### config.mk
export PLATFORM = sky130hd
export DESIGN_NAME = border_hit_scheduler_flat
export DESIGN_NICKNAME = d
export VERILOG_FILES = /design/src/rtl/border_hit_scheduler_if.sv /design/src/rtl/border_hit_scheduler.sv /design/src/flat_wrapper.sv
export SDC_FILE = /design/constraint.sdc
export NUM_CORES = 1
export LEC_CHECK = 0
export ABC_CLOCK_PERIOD_IN_PS = 4600
export CAP_MARGIN = 20
export CORE_ASPECT_RATIO = 2
export CORE_UTILIZATION = 51
export CTS_CLUSTER_DIAMETER = 200
export CTS_CLUSTER_SIZE = 12
export DETAILED_ROUTE_END_ITERATION = 10
export PLACE_DENSITY = 0.76
export SYNTH_ARGS = -nofsm -noshare
export SYNTH_HDL_FRONTEND = slang
export SYNTH_SLANG_ARGS = --single-unit
### constraint.sdc
create_clock -name clk -period 4.6 [get_ports clk]
set_input_delay 0.46 -clock clk [delete_from_list [all_inputs] [get_ports clk]]
set_output_delay 0.46 -clock clk [all_outputs]
set_load 0.05 [all_outputs]
### src/rtl/border_hit_scheduler_if.sv
// Report handshake between the border hit scheduler and the physics unit.
// The scheduler drives the report, and the physics unit answers with hitAck.
interface border_hit_scheduler_if #(
  parameter int NUM_BALLS = 8
);
  localparam int BALL_W = $clog2(NUM_BALLS);

  logic              hitValid;
  logic [BALL_W-1:0] hitBall;
  logic [1:0]        hitSide;
  logic              hitAck;

  modport master (output hitValid, hitBall, hitSide, input hitAck);
  modport slave  (input hitValid, hitBall, hitSide, output hitAck);
endinterface

### src/rtl/border_hit_scheduler.sv
// Collects ball-versus-border overlaps over one frame. At each frame boundary
// it snapshots them, then hands one report per ball to the physics unit,
// granting the balls in round-robin order.
//
// state   | meaning
// IDLE    | nothing presented; a non-empty snapshot is loaded on arrival
// PRESENT | hitValid=1; hitBall/hitSide held until acked or a frame boundary
module border_hit_scheduler #(
  parameter  int NUM_BALLS    = 8,
  parameter  int TOP_OFFSET   = 0,
  parameter  int DOWN_OFFSET  = 479,
  parameter  int LEFT_OFFSET  = 0,
  parameter  int RIGHT_OFFSET = 639,
  localparam int BALL_W       = $clog2(NUM_BALLS)
) (
  input  logic                  clk,
  input  logic                  resetN,
  input  logic                  startOfFrame,
  input  logic signed [10:0]    pixelX,
  input  logic signed [10:0]    pixelY,
  input  logic                  drawingRequestBorders,
  input  logic [NUM_BALLS-1:0]  drawingRequestBalls,
  output logic                  overrun,
  border_hit_scheduler_if.master hit
);

  // Reject parameter sets that make the playfield or the ball index meaningless.
  if (NUM_BALLS < 2 || NUM_BALLS > 16 ||
      RIGHT_OFFSET < LEFT_OFFSET || DOWN_OFFSET < TOP_OFFSET) begin : g_bad_params
    $error("border_hit_scheduler: illegal parameter set");
  end

  localparam logic signed [10:0] TOP_S  = TOP_OFFSET[10:0];
  localparam logic signed [10:0] DOWN_S = DOWN_OFFSET[10:0];
  localparam logic signed [10:0] LEFT_S = LEFT_OFFSET[10:0];
  localparam logic [BALL_W-1:0]  LAST   = BALL_W'(NUM_BALLS - 1);

  typedef enum logic {IDLE = 1'b0, PRESENT = 1'b1} state_t;

  state_t                state_q, state_d;
  logic signed [10:0]    px_d, py_d;
  logic [1:0]            side_now;
  logic [NUM_BALLS-1:0]  hit_now;
  logic [NUM_BALLS-1:0]  cap_pend, rep_pend, rep_pend_d;
  logic [1:0]            cap_side [NUM_BALLS];
  logic [1:0]            rep_side [NUM_BALLS];
  logic [NUM_BALLS-1:0]  pend_base, pend_src;
  logic [BALL_W-1:0]     rr_ptr, rr_ptr_d, ptr_start;
  logic [BALL_W-1:0]     ball_q, ball_d, win;
  logic [1:0]            side_q, side_d;
  logic                  overrun_d, ack_ok, found;
  int                    idx;

  // Delay the pixel coordinates so they line up with the registered requests.
  always_ff @(posedge clk or negedge resetN) begin
    if (!resetN) begin
      px_d <= '0;
      py_d <= '0;
    end else begin
      px_d <= pixelX;
      py_d <= pixelY;
    end
  end

  // Classify which wall the delayed pixel belongs to; corners go top, bottom, left.
  always_comb begin
    side_now = 2'd3;
    if (py_d < TOP_S)       side_now = 2'd0;
    else if (py_d > DOWN_S) side_now = 2'd1;
    else if (px_d < LEFT_S) side_now = 2'd2;
    hit_now = drawingRequestBalls & {NUM_BALLS{drawingRequestBorders}};
  end

  // Capture the first overlap of each ball per frame. A frame boundary starts
  // a fresh set that already includes overlaps seen on that same cycle.
  always_ff @(posedge clk or negedge resetN) begin
    if (!resetN) begin
      cap_pend <= '0;
      for (int i = 0; i < NUM_BALLS; i++) cap_side[i] <= 2'd0;
    end else begin
      for (int i = 0; i < NUM_BALLS; i++) begin
        if (startOfFrame) begin
          cap_pend[i] <= hit_now[i];
          if (hit_now[i]) cap_side[i] <= side_now;
        end else if (hit_now[i] && !cap_pend[i]) begin
          cap_pend[i] <= 1'b1;
          cap_side[i] <= side_now;
        end
      end
    end
  end

  // Snapshot the wall sides alongside the pending bits at each frame boundary.
  always_ff @(posedge clk or negedge resetN) begin
    if (!resetN) begin
      for (int i = 0; i < NUM_BALLS; i++) rep_side[i] <= 2'd0;
    end else if (startOfFrame) begin
      rep_side <= cap_side;
    end
  end

  // Next-state and next-report: retire the acked report, take a new snapshot
  // on a frame boundary, and pick the round-robin winner for the next cycle.
  always_comb begin
    ack_ok    = (state_q == PRESENT) && hit.hitAck;
    ptr_start = rr_ptr;
    pend_base = rep_pend;
    if (ack_ok) begin
      ptr_start         = (ball_q == LAST) ? '0 : ball_q + BALL_W'(1);
      pend_base[ball_q] = 1'b0;
    end

    overrun_d = 1'b0;
    pend_src  = pend_base;
    if (startOfFrame) begin
      overrun_d = |pend_base;
      pend_src  = cap_pend;
    end

    found = 1'b0;
    win   = ptr_start;
    idx   = 0;
    for (int k = 0; k < NUM_BALLS; k++) begin
      idx = int'(ptr_start) + k;
      if (idx >= NUM_BALLS) idx = idx - NUM_BALLS;
      if (!found && pend_src[BALL_W'(idx)]) begin
        found = 1'b1;
        win   = BALL_W'(idx);
      end
    end

    state_d    = state_q;
    ball_d     = ball_q;
    side_d     = side_q;
    rr_ptr_d   = ptr_start;
    rep_pend_d = pend_src;
    if (state_q == IDLE || ack_ok || startOfFrame) begin
      if (found) begin
        state_d = PRESENT;
        ball_d  = win;
        side_d  = startOfFrame ? cap_side[win] : rep_side[win];
      end else begin
        state_d = IDLE;
      end
    end
  end

  // State register together with the registered report outputs.
  always_ff @(posedge clk or negedge resetN) begin
    if (!resetN) begin
      state_q  <= IDLE;
      rep_pend <= '0;
      rr_ptr   <= '0;
      ball_q   <= '0;
      side_q   <= 2'd0;
      overrun  <= 1'b0;
    end else begin
      state_q  <= state_d;
      rep_pend <= rep_pend_d;
      rr_ptr   <= rr_ptr_d;
      ball_q   <= ball_d;
      side_q   <= side_d;
      overrun  <= overrun_d;
    end
  end

  assign hit.hitValid = (state_q == PRESENT);
  assign hit.hitBall  = ball_q;
  assign hit.hitSide  = side_q;

endmodule

### src/flat_wrapper.sv
// flat-port wrapper written by rule: the top's interface ports become plain ports
module border_hit_scheduler_flat 
#(
  parameter  int NUM_BALLS    = 8,
  parameter  int TOP_OFFSET   = 0,
  parameter  int DOWN_OFFSET  = 479,
  parameter  int LEFT_OFFSET  = 0,
  parameter  int RIGHT_OFFSET = 639,
  localparam int BALL_W       = $clog2(NUM_BALLS)
)
  (clk, resetN, startOfFrame, pixelX, pixelY, drawingRequestBorders, drawingRequestBalls, overrun, hit_hitValid, hit_hitBall, hit_hitSide, hit_hitAck);
  border_hit_scheduler_if #(.NUM_BALLS(NUM_BALLS)) hit_i ();
  input  logic clk;
  input  logic resetN;
  input  logic startOfFrame;
  input  logic signed [10:0] pixelX;
  input  logic signed [10:0] pixelY;
  input  logic drawingRequestBorders;
  input  logic [NUM_BALLS-1:0] drawingRequestBalls;
  output logic overrun;
  output wire logic [$bits(hit_i.hitValid)-1:0] hit_hitValid;
  output wire logic [$bits(hit_i.hitBall)-1:0] hit_hitBall;
  output wire logic [$bits(hit_i.hitSide)-1:0] hit_hitSide;
  input wire logic [$bits(hit_i.hitAck)-1:0] hit_hitAck;
  assign hit_hitValid = hit_i.hitValid;
  assign hit_hitBall = hit_i.hitBall;
  assign hit_hitSide = hit_i.hitSide;
  assign hit_i.hitAck = hit_hitAck;
  border_hit_scheduler #(.NUM_BALLS(NUM_BALLS), .TOP_OFFSET(TOP_OFFSET), .DOWN_OFFSET(DOWN_OFFSET), .LEFT_OFFSET(LEFT_OFFSET), .RIGHT_OFFSET(RIGHT_OFFSET)) u_core (.clk(clk), .resetN(resetN), .startOfFrame(startOfFrame), .pixelX(pixelX), .pixelY(pixelY), .drawingRequestBorders(drawingRequestBorders), .drawingRequestBalls(drawingRequestBalls), .overrun(overrun), .hit(hit_i));
endmodule
Word level (Yosys, flattened, before mapping). Cells that the tools add are included.

Register bits: 80. Input bits: 35. Output and inout bits: 7. Logic and storage cells: 242.

$add $sub $neg: 16. Magnitude comparators: 22. Eq/ne operators: 9. Muxes and demuxes: 106. Bitwise operators: 5. Reductions and logical operators: 52.

Operators with widths (number): 2-bit two-way mux (31); 3-bit two-way mux (18); 1-bit two-way mux (44); 3-bit by 5-bit < comparator with 1-bit output, second input constant (8); 4-bit >= comparator, second input constant (8); 1-bit binary-select mux with 3-bit select (8); 3-bit by 1-bit subtractor with 3-bit output, second input constant (8); 11-bit by 1-bit < comparator with 1-bit output, second input constant (2); 2-bit AND reduction (9); 1-bit logical AND (17); 3-bit by 3-bit adder with 4-bit output, second input constant (4); 8-bit AND (2); 8-bit two-way mux (2); 2-bit by 1-bit inequality test with 1-bit output, second input constant (8); 2-bit nonzero test (8); 1-bit logical NOT (15); 2-bit binary-select mux with 3-bit select (2); 11-bit by 10-bit > comparator with 1-bit output, second input constant (1); 3-bit by 2-bit adder with 4-bit output, second input constant (2); 8-bit NOT (1); 8-bit OR reduction (1); 3-bit by 1-bit adder with 4-bit output, second input constant (1); 3-bit by 4-bit >= comparator with 1-bit output, second input constant (1); 3-bit by 4-bit < comparator with 1-bit output, second input constant (1); 7 further kinds (8).

Logic depth before layout (Yosys ltp). Gate-level depths: netlist (run 1).

Depth after elaboration: 38. Depth in mapped cells: 21. Mapped depth without buffers: 17.

Worst setup path after synthesis (run 1). Ideal clock, no wire load.

Kind: register -> register. Start point: reg u_core.ball_q[1] (netlist: u_core.hit.hitBall[1]). End point: reg u_core.side_q[0] (netlist: u_core.hit.hitSide[0]). Library setup time: 0.086 ns. Arrival: 4.941 ns. Required time: 4.514 ns. Setup slack: -0.426 ns. Cell stages (with the launch flop): 20. Path buffers: 3. Period minus slack after synthesis: 5.026 ns. Cells stage by stage: dfrtp_1 > ha_1 > ha_1 > nor2_1 > mux2i_4 > buf_2 > inv_1 > ha_1 > or3_1 > and3_1 > a22oi_1 > o21ai_1 > o41a_1 > a221o_1 > a21o_1 > buf_6 > buf_12 > mux2i_1 > mux4_1 > o221ai_2.

Elaborated cells on any way between the ends: 107. Those cells by class: add/sub: 16; order compare: 10; eq/ne: 1; mux: 61; bitwise: 3; reduce/logical: 16.

RTL lines: from (decl) (line border_hit_scheduler.sv:49) `logic [BALL_W-1:0] ball_q, ball_d, win;`; from (signal assigned) (line border_hit_scheduler.sv:161) `ball_q <= ball_d;`; 3-bit == test (*) (line border_hit_scheduler.sv:109) `ptr_start = (ball_q == LAST) ? '0 : ball_q + BALL_W'(1);`; 3-bit two-way mux (*) (line border_hit_scheduler.sv:109); 3-bit two-way mux (*) (line border_hit_scheduler.sv:108) `if (ack_ok) begin`; named net u_core.ptr_start[0] (line border_hit_scheduler.sv:48) `logic [BALL_W-1:0] rr_ptr, rr_ptr_d, ptr_start;`; branches (longest 32 deep; another with 3-bit by 1-bit adder with 4-bit output); to (signal assigned) (line border_hit_scheduler.sv:162) `side_q <= side_d;`; to (decl) (line border_hit_scheduler.sv:50) `logic [1:0] side_q, side_d;`.

Mark *: on every way through the listed nets, which the timed path passes. The select of a mux whose other input is x is not followed. A chain may end at the register's enable or synchronous reset.

Worst setup path after layout (run 1).
Start point: reg u_core.ball_q[1] (netlist: u_core.hit.hitBall[1]). End point: reg u_core.side_q[0] (netlist: u_core.hit.hitSide[0]).

Cells in the longest elaborated chain, start to end: 38. Elaborated cells on any way between the ends: 107. Those cells by class: add/sub: 16; order compare: 10; eq/ne: 1; mux: 61; bitwise: 3; reduce/logical: 16.

RTL lines: branches (longest 38 deep; another with 3-bit by 1-bit adder with 4-bit output).

Several ways; the timed one is not identified. The select of a mux whose other input is x is not followed.

==> summary.md, run 1 <==
| Metric | Value |
|---|---|
| Crit path max-delay family | `compound AO/OA/AOI/OAI gates` |
| Run status | `finished, final reports clean` |
| Sequential fraction of the synthesis area | `between 40 and 50%` |
| Antenna violations before repair | `0` |
| Final min period | `4.37 ns` |
| Finish-stage setup viols | `0` |
| Ys Warns | `0` |
| Hold buffer count at cts | `0` |
| GR Layer Usage met3 | `4.59%` |
| Number of enable flip-flop cells after synthesis | `0` |
| Drt via density | `6.11` |
| Final net count | `497` |
| Slew Limit Fails | `0` |
| Max H-tree Level | `3` |
| Root buffer cell | `clkbuf_16` |
| Die Wd | `64.2 um` |
| Startpoint Class | `flip-flop` |
| Number of library cell types mapped by synthesis | `66` |
| Post-synth net total | `slightly above 400` |
| RSZ-0062 raised after global routing | `false` |
| Clk slew on worst S/H paths | `~0.05 ns` |
| Buf+Inv Stages, Crit Path | `4` |
| Largest net degree at the start of global routing | `66` |
| DRT iter0 DRCs | `between 200 and 250` |
| Io pins | `42` |
| GRT Max-Usage Layer | `met2` |
| Flop-to-flop setup slack | `~0.23 ns` |
| Synthesized flop and latch total | `between 60 and 70` |
| PortBufs | `26` |
| Slowest stage cell, crit path | `dfrtp_4` |
| Cells after Synth | `365` |
| Slowest stage delay, CP | `slightly below 0.5 ns` |
| Met1 usage | `a little over a quarter` |
| Num CTS Buffers | `9` |
| Core area | `roughly 7500 sq um` |
| CTS Sinks | `65` |
| Vias in the first global route | `roughly 3600` |
| Max-cap violations | `0` |
| Router iterations before antenna repair | `4` |
| HPWL after DPL | `between 8000 and 9000 um` |
| Slew headroom | `between 40 and 50%` |
| GRT overflow | `0` |
| Largest fanout on the critical path | `7` |
| Clk buf depth | `2` |
| CP endpoint kind | `flip-flop` |
| Worst Hold Class | `input port to asynchronous set/reset pin` |
| Antenna cell count | `0` |
| Syn Area/Cell | `10.8 sq um` |
| Routed length per placed instance | `~20 um` |
| CP arrival | `~4.6 ns` |
| Sum of negative setup slack | `0 ns` |
| Total GRT Usage | `between 30% and 40%` |
| Required time worst endpoint | `4.85 ns` |
| Cell Rows | `45` |
| Crit-path cells | `ha_4, ha_1, nor2_1, mux2i_4, buf_4, buf_4, mux4_2, buf_4, a22oi_2, o21ai_2, a311oi_2, buf_4, a22oi_1, xnor2_1, nor2_1, a211o_1, a211o_1, o221ai_2` |
| Slew @ Worst Pin | `0.804 ns` |
| Initial Util | `52.4%` |
| Post-route DRC | `0` |
| Async set-reset flop share out of synthesis | `between 90% and 100%` |
| Commonest non-fill, non-tap cell in the layout | `buf_4` |
| Met2 Usage GRT | `57.8%` |
| Share of cells above drive strength 1 | `between 30% and 40%` |
| Die Y | `roughly 130 um` |
| P&R area growth vs syn | `29.3%` |
| GP Congestion | `about 1` |
| Final worst path period share | `a little over nine tenths` |
| Final hold violation count | `0` |
| Synthesized area | `around 4000 sq um` |
| Most used flip-flop cell after synthesis | `dfrtp_1` |
| TritonCTS clock tree | `done` |
| Max Clock Skew | `~0.010 ns` |
| Most frequent cells in the layout | `72 x buf_4, 61 x dfrtp_1, 34 x nand2_1, 34 x mux2_2, 32 x o21ai_0` |
| DRT antenna net count | `0` |
| Die area | `8120 sq um` |
| Setup CP Type | `flip-flop to flip-flop` |
| Most common cell type on the critical path | `buf_4` |
| Via count | `about 3400` |
| Drt total wl | `around 11000 um` |
| Post-CTS setup buffers | `0` |
| Skew-Pair Late Insertion Delay | `0.33 ns` |
| Global-route wire length before repair | `18100 um` |
| Fmax | `between 0.2 and 0.25 GHz` |
## per-layer routing
| metal | vias to the layer above | routed length (um) |
|---|---|---|
| li1 | 1563 | - |
| met1 | 1644 | 3460 |
| met2 | 130 | 6640 |
| met3 | 52 | 404 |
| met4 | 0 | 840 |
| met5 | - | 0 |
## final cells by class
type,instances,area (sq um)
multi-input cells,262,2190
flip-flops and latches,65,1630
well taps,94,118
clock buffers,14,274
inverters,21,78.8
fillers,578,2440
repair buffers,99,816
## synth_stat cells, drive strengths merged, types with 4 or more instances
master | instances | area [sq um]
nor2 | 19 | 71.3
mux2i | 22 | 233
mux2 | 35 | 394
inv | 21 | 78.8
dfrtp | 65 | 1630
ha | 4 | 50.1
nand2b | 4 | 25.0
o21ai | 33 | 165
clkbuf | 6 | 22.5
a21oi | 17 | 85.1
a22oi | 5 | 37.5
buf | 11 | 71.3
nand3 | 5 | 30.0
o21a | 7 | 52.6
mux4 | 16 | 372
nand2 | 35 | 134
## repair_timing
action,4_1_cts,5_1_grt
endpoints found under the hold margin,0,0
endpoints found under the setup margin,0,2
resized for setup,0,2
## flip-flops by register name, indices dropped and copies added (netlist names)
signal,count
u_core.hit.hitBall,3
u_core.cap_pend,8
u_core.rr_ptr,3
u_core.cap_side,16
u_core.rep_pend,8
u_core.py_d,6
u_core.rep_side,16
u_core.overrun,1
u_core.hit.hitSide,2
u_core.hit.hitValid,1
u_core.px_d,1
## per-stage QoR
step           setup slack, ns  cells  area (sq um)  util (%)  hold WS (ns)
2_1_floorplan           0.0107    365          3990         -         0.164
3_3_place_gp            -0.112    541          4830      64.0         0.486
3_5_place_dp            -0.159    541          4830      64.0         0.496
4_1_cts                 0.0692    555          5100      67.6         0.333
5_1_grt                 0.0175    555          5110      67.7         0.373
6_report                 0.232    555          5110      67.7         0.298
## path summary, 6_finish.rpt
kind / from / to / depth (start not counted)
max: u_core.hit.hitBall[1] / u_core.hit.hitSide[0] / 18
min: resetN / u_core.hit.hitBall[1] / 2
max reg2reg: u_core.hit.hitBall[1] / u_core.hit.hitSide[0] / 18
min reg2reg: u_core.rep_side[3] / u_core.rep_side[3] / 1
max in group asynchronous: resetN / u_core.hit.hitBall[1] / 2
min in group clk: u_core.rep_side[3] / u_core.rep_side[3] / 1
## cells by family (layout without fill, tap and decap cells)
family	after synthesis	in the layout	synth area share, %
compound gates	97	97	16.6
xor+xnor	3	3	0.665
buf+inv	38	134	4.37
mux	73	73	25.3
flops	65	65	41.2
fa+ha+maj	4	4	1.27
simple gates	85	85	10.6
Power of run 1 is not shown: default switching activity piles up to over one toggle a cycle in this logic, so the estimate is an artifact.
==> run 2: changes to the inputs <==
GPL_TIMING_DRIVEN = 0   (was default)
==> run 2 against run 1 <==
Routed wire length is 3.9% lower. Sequential share of layout area grew 0.84 points. Critical path depth fell by 2. Via count down 5.9%. Maximum frequency decreased by 2.3%. Largest cell class unchanged. Die area unchanged. Worst setup slack lost 0.10 ns.
==> summary.md, run 2 (same netlist as run 1, synthesis figures left out) <==
| Metric | Value |
|---|---|
| Run status | `finished, final reports clean` |
| Met1 usage | `between 20% and 30%` |
| Finish-stage setup viols | `0` |
| GRT overflow | `0` |
| Global-route wire length before repair | `17300 um` |
| Most common cell type on the critical path | `mux4_2` |
| Skew-Pair Late Insertion Delay | `approximately 0.33 ns` |
| # fillers | `around 580` |
| Routed length per placed instance | `21.3 um` |
| Total GRT Usage | `29.1%` |
| GRT Max-Usage Layer | `met2` |
| Drt via density | `6.21` |
| Worst Hold Class | `input port to asynchronous set/reset pin` |
| HPWL after DPL | `between 7000 and 8000 um` |
| Met2 Usage GRT | `a little over half` |
| Required time worst endpoint | `about 4.9 ns` |
| Router iterations before antenna repair | `5` |
| Die Wd | `64.2 um` |
| Fmax | `around 0.22 GHz` |
| Largest net degree at the start of global routing | `44` |
| Slew Limit Fails | `0` |
| Max-cap violations | `0` |
| Die area | `a little over 8000 sq um` |
| GP Congestion | `~0.91` |
| Slowest stage delay, CP | `approximately 0.60 ns` |
| Clk slew on worst S/H paths | `~0.05 ns` |
| Max H-tree Level | `3` |
| Slowest stage cell, crit path | `mux4_2` |
| PortBufs | `24` |
| Num CTS Buffers | `9` |
| Max Clock Skew | `between 0.005 and 0.006 ns` |
| Setup CP Type | `flip-flop to flip-flop` |
| Core area | `~7500 sq um` |
| Most frequent cells in the layout | `61 x dfrtp_1, 34 x nand2_1, 33 x mux2_2` |
| P&R area growth vs syn | `26.0%` |
| Initial Util | `a little over half` |
| Die Y | `126 um` |
| CP arrival | `4.72 ns` |
| Share of cells above drive strength 1 | `28.9%` |
| Final net count | `~450` |
| Antenna cell count | `0` |
| TritonCTS clock tree | `done` |
| Biggest regs | `u_core.cap_side (16), u_core.rep_side (16)` |
| DRT iter0 DRCs | `between 200 and 250` |
| Via count | `3188` |
| Final hold violation count | `0` |
| Root buffer cell | `clkbuf_16` |
| Vias in the first global route | `3398` |
| CP endpoint kind | `flip-flop` |
| Commonest non-fill, non-tap cell in the layout | `dfrtp_1` |
| DRT antenna net count | `0` |
| Io pins | `between 40 and 50` |
| Startpoint Class | `flip-flop` |
| Slew @ Worst Pin | `0.618 ns` |
| Worst Hold Slack | `0.108 ns` |
| Final min period | `approximately 4.5 ns` |
| Largest fanout on the critical path | `10` |
| Final worst path period share | `between 90% and 100%` |
| Slew headroom | `between 50% and 60%` |
| Buf+Inv Stages, Crit Path | `4` |
| Clk buf depth | `2` |
| Post-route DRC | `0` |
| Crit-path cells | `ha_4, nor2b_1, mux2_4, inv_2, clkbuf_8, ha_2, xnor2_4, mux4_2, o41a_1, a221o_1, a21o_1, buf_6, buf_12, mux2i_1, mux4_2, o221ai_2` |
| Crit path max-delay family | `multiplexers` |
| Antenna violations before repair | `0` |
| Drt total wl | `10900 um` |
| GR Layer Usage met3 | `4.05%` |
| Cell Rows | `45` |
| CTS Sinks | `65` |
## run 2: cell types whose count changed in the layout (fill, tap and decap cells not counted), moves of 2 or more
cell and delta:
buf_1 +4, buf_2 +3, buf_4 -58, buf_6 +3, bufinv_16 +4, clkdlybuf4s50_1 -3, ha_1 -3, ha_2 +2
inv_1 -3, inv_2 +2, mux2i_1 -2, nor2_1 -2
## run 2: final timing paths
path	from	endpoint	slack, ns	cells after the start
max	u_core.hit.hitBall[1]	u_core.hit.hitSide[0]	0.13	16
min in group clk	u_core.rep_side[7]	u_core.rep_side[7]	0.50	1
min	resetN	u_core.hit.hitBall[1]	0.11	1
min reg2reg	u_core.rep_side[7]	u_core.rep_side[7]	0.50	1
max reg2reg	u_core.hit.hitBall[1]	u_core.hit.hitSide[0]	0.13	16
max in group asynchronous	resetN	u_core.py_d[9]	3.88	2
## run 2: final cells by class
cell class	count	area [sq um]	share of cell area, %
Sequential cell	65	1630	32.8
Inverter	21	81.3	1.63
Clock buffer	11	253	5.08
Tap cell	94	118	2.36
Buffer	16	110	2.21
Multi-Input combinational cell	262	2290	46.1
Clock inverter	5	125	2.51
Timing Repair Buffer	39	363	7.29
## run 2: timing repair
item	CTS	global route
endpoints found under the setup margin	4	2
resized for setup	19	16
pin swaps	1	8
cloned	0	0
hold buffers	0	0
buffers inserted	6	8
## run 2: per-layer routing
layer	up-vias	wire, um
li1	1469	-
met1	1573	3750
met2	93	6030
met3	53	253
met4	0	884
met5	-	0
## run 2: per-stage QoR
stage               util (%)  setup TNS [ns]  setup WS [ns]  cells  instance area, sq um
finish                  66.0               0          0.128    513                  4980
global route            66.0        -0.00945       -0.00945    513                  4980
CTS                     64.6               0        0.00209    505                  4880
detailed placement      57.9           -2.52         -0.943    484                  4370
global placement        57.7           -2.64         -0.973    483                  4350
floorplan                  -               0         0.0107    365                  3990
Power of run 2 is left out for the same reason.
==> run 3: changes to the inputs <==
ABC_CLOCK_PERIOD_IN_PS = 3900   (was 4600)
clock period = 3.9 ns   (was 4.6 ns; I/O delays follow)
==> run 3 against run 2 <==
Register-to-register slack worse by 0.60 ns. Flip-flop and latch count stayed put. Routed wire length is 2.2% higher. Clock-buffer cell count is 2 higher. Via count is 6.3% higher. Maximum frequency is 2.2% higher. First-iteration DRC count is 2.9% lower. Global-route usage is 0.81 points higher. Clock skew is 0.0033 ns higher. Critical path depth stayed put. Worst hold slack worse by 0.038 ns. Highest routed layer unchanged. The run now ends with negative setup slack left.
==> summary.md, run 3 (same netlist as run 1, synthesis figures left out) <==
| Metric | Value |
|---|---|
| Via count | `3390` |
| Antenna cell count | `0` |
| GRT overflow | `0` |
| Router iterations before antenna repair | `7` |
| Register area | `1630 sq um` |
| Largest fanout on the critical path | `8` |
| GP Congestion | `between 0.9 and 1` |
| Cell Rows | `45` |
| Core area | `around 7500 sq um` |
| Slew @ Worst Pin | `0.618 ns` |
| Die Wd | `between 60 and 70 um` |
| PortBufs | `24` |
| # fillers | `between 500 and 600` |
| Commonest non-fill, non-tap cell in the layout | `dfrtp_1` |
| Die Y | `approximately 130 um` |
| Routed length per placed instance | `roughly 21 um` |
| Io pins | `between 40 and 50` |
| Slack of the critical path | `-0.476 ns` |
| Failing checks | `negative setup slack` |
| Clk buf depth | `2` |
| Final net count | `472` |
| Initial Util | `between 50% and 60%` |
| Cell count after placement | `about 480` |
| P&R area growth vs syn | `29.5%` |
| Startpoint Class | `flip-flop` |
| Slowest stage cell, crit path | `mux4_2` |
| Non-Filler Instances | `532` |
| Reg-to-reg startpoint | `u_core.hit.hitValid` |
| Vias in the first global route | `approximately 3500` |
| Final worst path period share | `112%` |
| Slew headroom | `between 50% and 60%` |
| Most frequent cells in the layout | `61 x dfrtp_1, 33 x nand2_1, 32 x mux2_2` |
| TritonCTS clock tree | `done` |
| Drt via density | `approximately 6.4` |
| Multi-input gate area | `2340 sq um` |
| Skew-Pair Late Insertion Delay | `0.33 ns` |
| Slew Limit Fails | `0` |
| Crit-path cells | `buf_2, nand2_2, mux2i_4, buf_4, mux4_2, mux4_2, o41a_1, a221o_1, a21o_1, buf_6, buf_12, buf_4, mux2i_1, mux2i_1, o211ai_1, o211ai_1` |
| Total GRT Usage | `around 30%` |
| Global-route wire length before repair | `between 15000 and 20000 um` |
| Post-route DRC | `0` |
| Buf+Inv Stages, Crit Path | `5` |
| Required time worst endpoint | `around 4.1 ns` |
| RSZ-0062 raised after global routing | `true` |
| Worst Hold Class | `input port to asynchronous set/reset pin` |
| Finish-stage setup viols | `2` |
| Num CTS Buffers | `9` |
| Drt total wl | `approximately 11000 um` |
| Fmax | `between 0.2 and 0.25 GHz` |
| Root buffer cell | `clkbuf_16` |
| Antenna violations before repair | `0` |
| Max H-tree Level | `3` |
| Final hold violation count | `0` |
| Share of cells above drive strength 1 | `between 30 and 40%` |
| Hold buffer count at cts | `0` |
| Max Clock Skew | `between 0.008 and 0.009 ns` |
| Final min period | `between 4 and 5 ns` |
| CP arrival | `4.58 ns` |
| DRT antenna net count | `0` |
| Largest net degree at the start of global routing | `a little over 40` |
| Critical Path Source | `u_core.hit.hitValid` |
| Slowest stage delay, CP | `roughly 0.6 ns` |
| Setup CP Type | `flip-flop to flip-flop` |
| CTS Sinks | `65` |
| DRT iter0 DRCs | `198` |
| CP endpoint kind | `flip-flop` |
| Biggest regs | `u_core.cap_side (16), u_core.rep_side (16)` |
| Die area | `8120 sq um` |
| Crit path max-delay family | `multiplexers` |
| Run status | `complete, but fails checks` |
| Clk slew on worst S/H paths | `roughly 0.050 ns` |
| Max-cap violations | `0` |
| HPWL after DPL | `approximately 8000 um` |
run 3: final cells by class:
class                           instances  area share (%)
Tap cell                               94            2.30
Inverter                               21            1.64
Sequential cell                        65            31.9
Buffer                                 16            2.32
Clock inverter                          3           0.783
Timing Repair Buffer                   58            10.4
Multi-Input combinational cell        262            45.7
Clock buffer                           13            4.89
run 3: worst reg2reg max path, delay by kind of cell (launching register included):
family,cells,cell delay [ns]
muxes,5,1.72
buffers and inverters,5,0.75
AOI/OAI and AO/OA,5,1.25
and+or+nand+nor,1,0.13
DFF,1,0.39
run 3: per-layer routing:
metal  global-route usage (%)  wire (um)  vias to the layer above
met5                        0          0                        -
met2                     56.0       6360                      125
met3                     3.96        408                       59
met1                     28.7       3540                     1699
met4                     22.1        841                        0
li1                         -          -                     1507
run 3: worst paths after layout:
kind	end	slack (ns)	cells past startpoint
max	u_core.hit.hitSide[1]	-0.48	16
min	u_core.rr_ptr[1]	0.07	1
max reg2reg	u_core.hit.hitSide[1]	-0.48	16
min reg2reg	u_core.rep_side[11]	0.50	1
max in group asynchronous	u_core.rep_pend[2]	3.19	2
min in group clk	u_core.cap_pend[7]	0.49	3
run 3: metrics by stage:
step | utilization (%) | instance area (sq um) | worst slack [ns] | hold WS [ns] | setup TNS (ns)
after global routing | 67.8 | 5120 | -0.602 | 0.120 | -1.34
final | 67.8 | 5120 | -0.476 | 0.0693 | -0.952
after CTS | 66.6 | 5030 | -0.446 | 0.0845 | -0.842
after floorplan | - | 4070 | -0.479 | 0.0944 | -0.855
after detailed placement | 58.9 | 4440 | -1.30 | 0.437 | -4.95
after global placement | 58.7 | 4430 | -1.25 | 0.487 | -4.74
run 3: repair_timing:
action                     in CTS  in global routing
buffers inserted               24                  9
pin swaps                      10                 12
resized for setup              20                  8
setup endpoints to repair       5                  5
Power of run 3 is left out for the same reason.
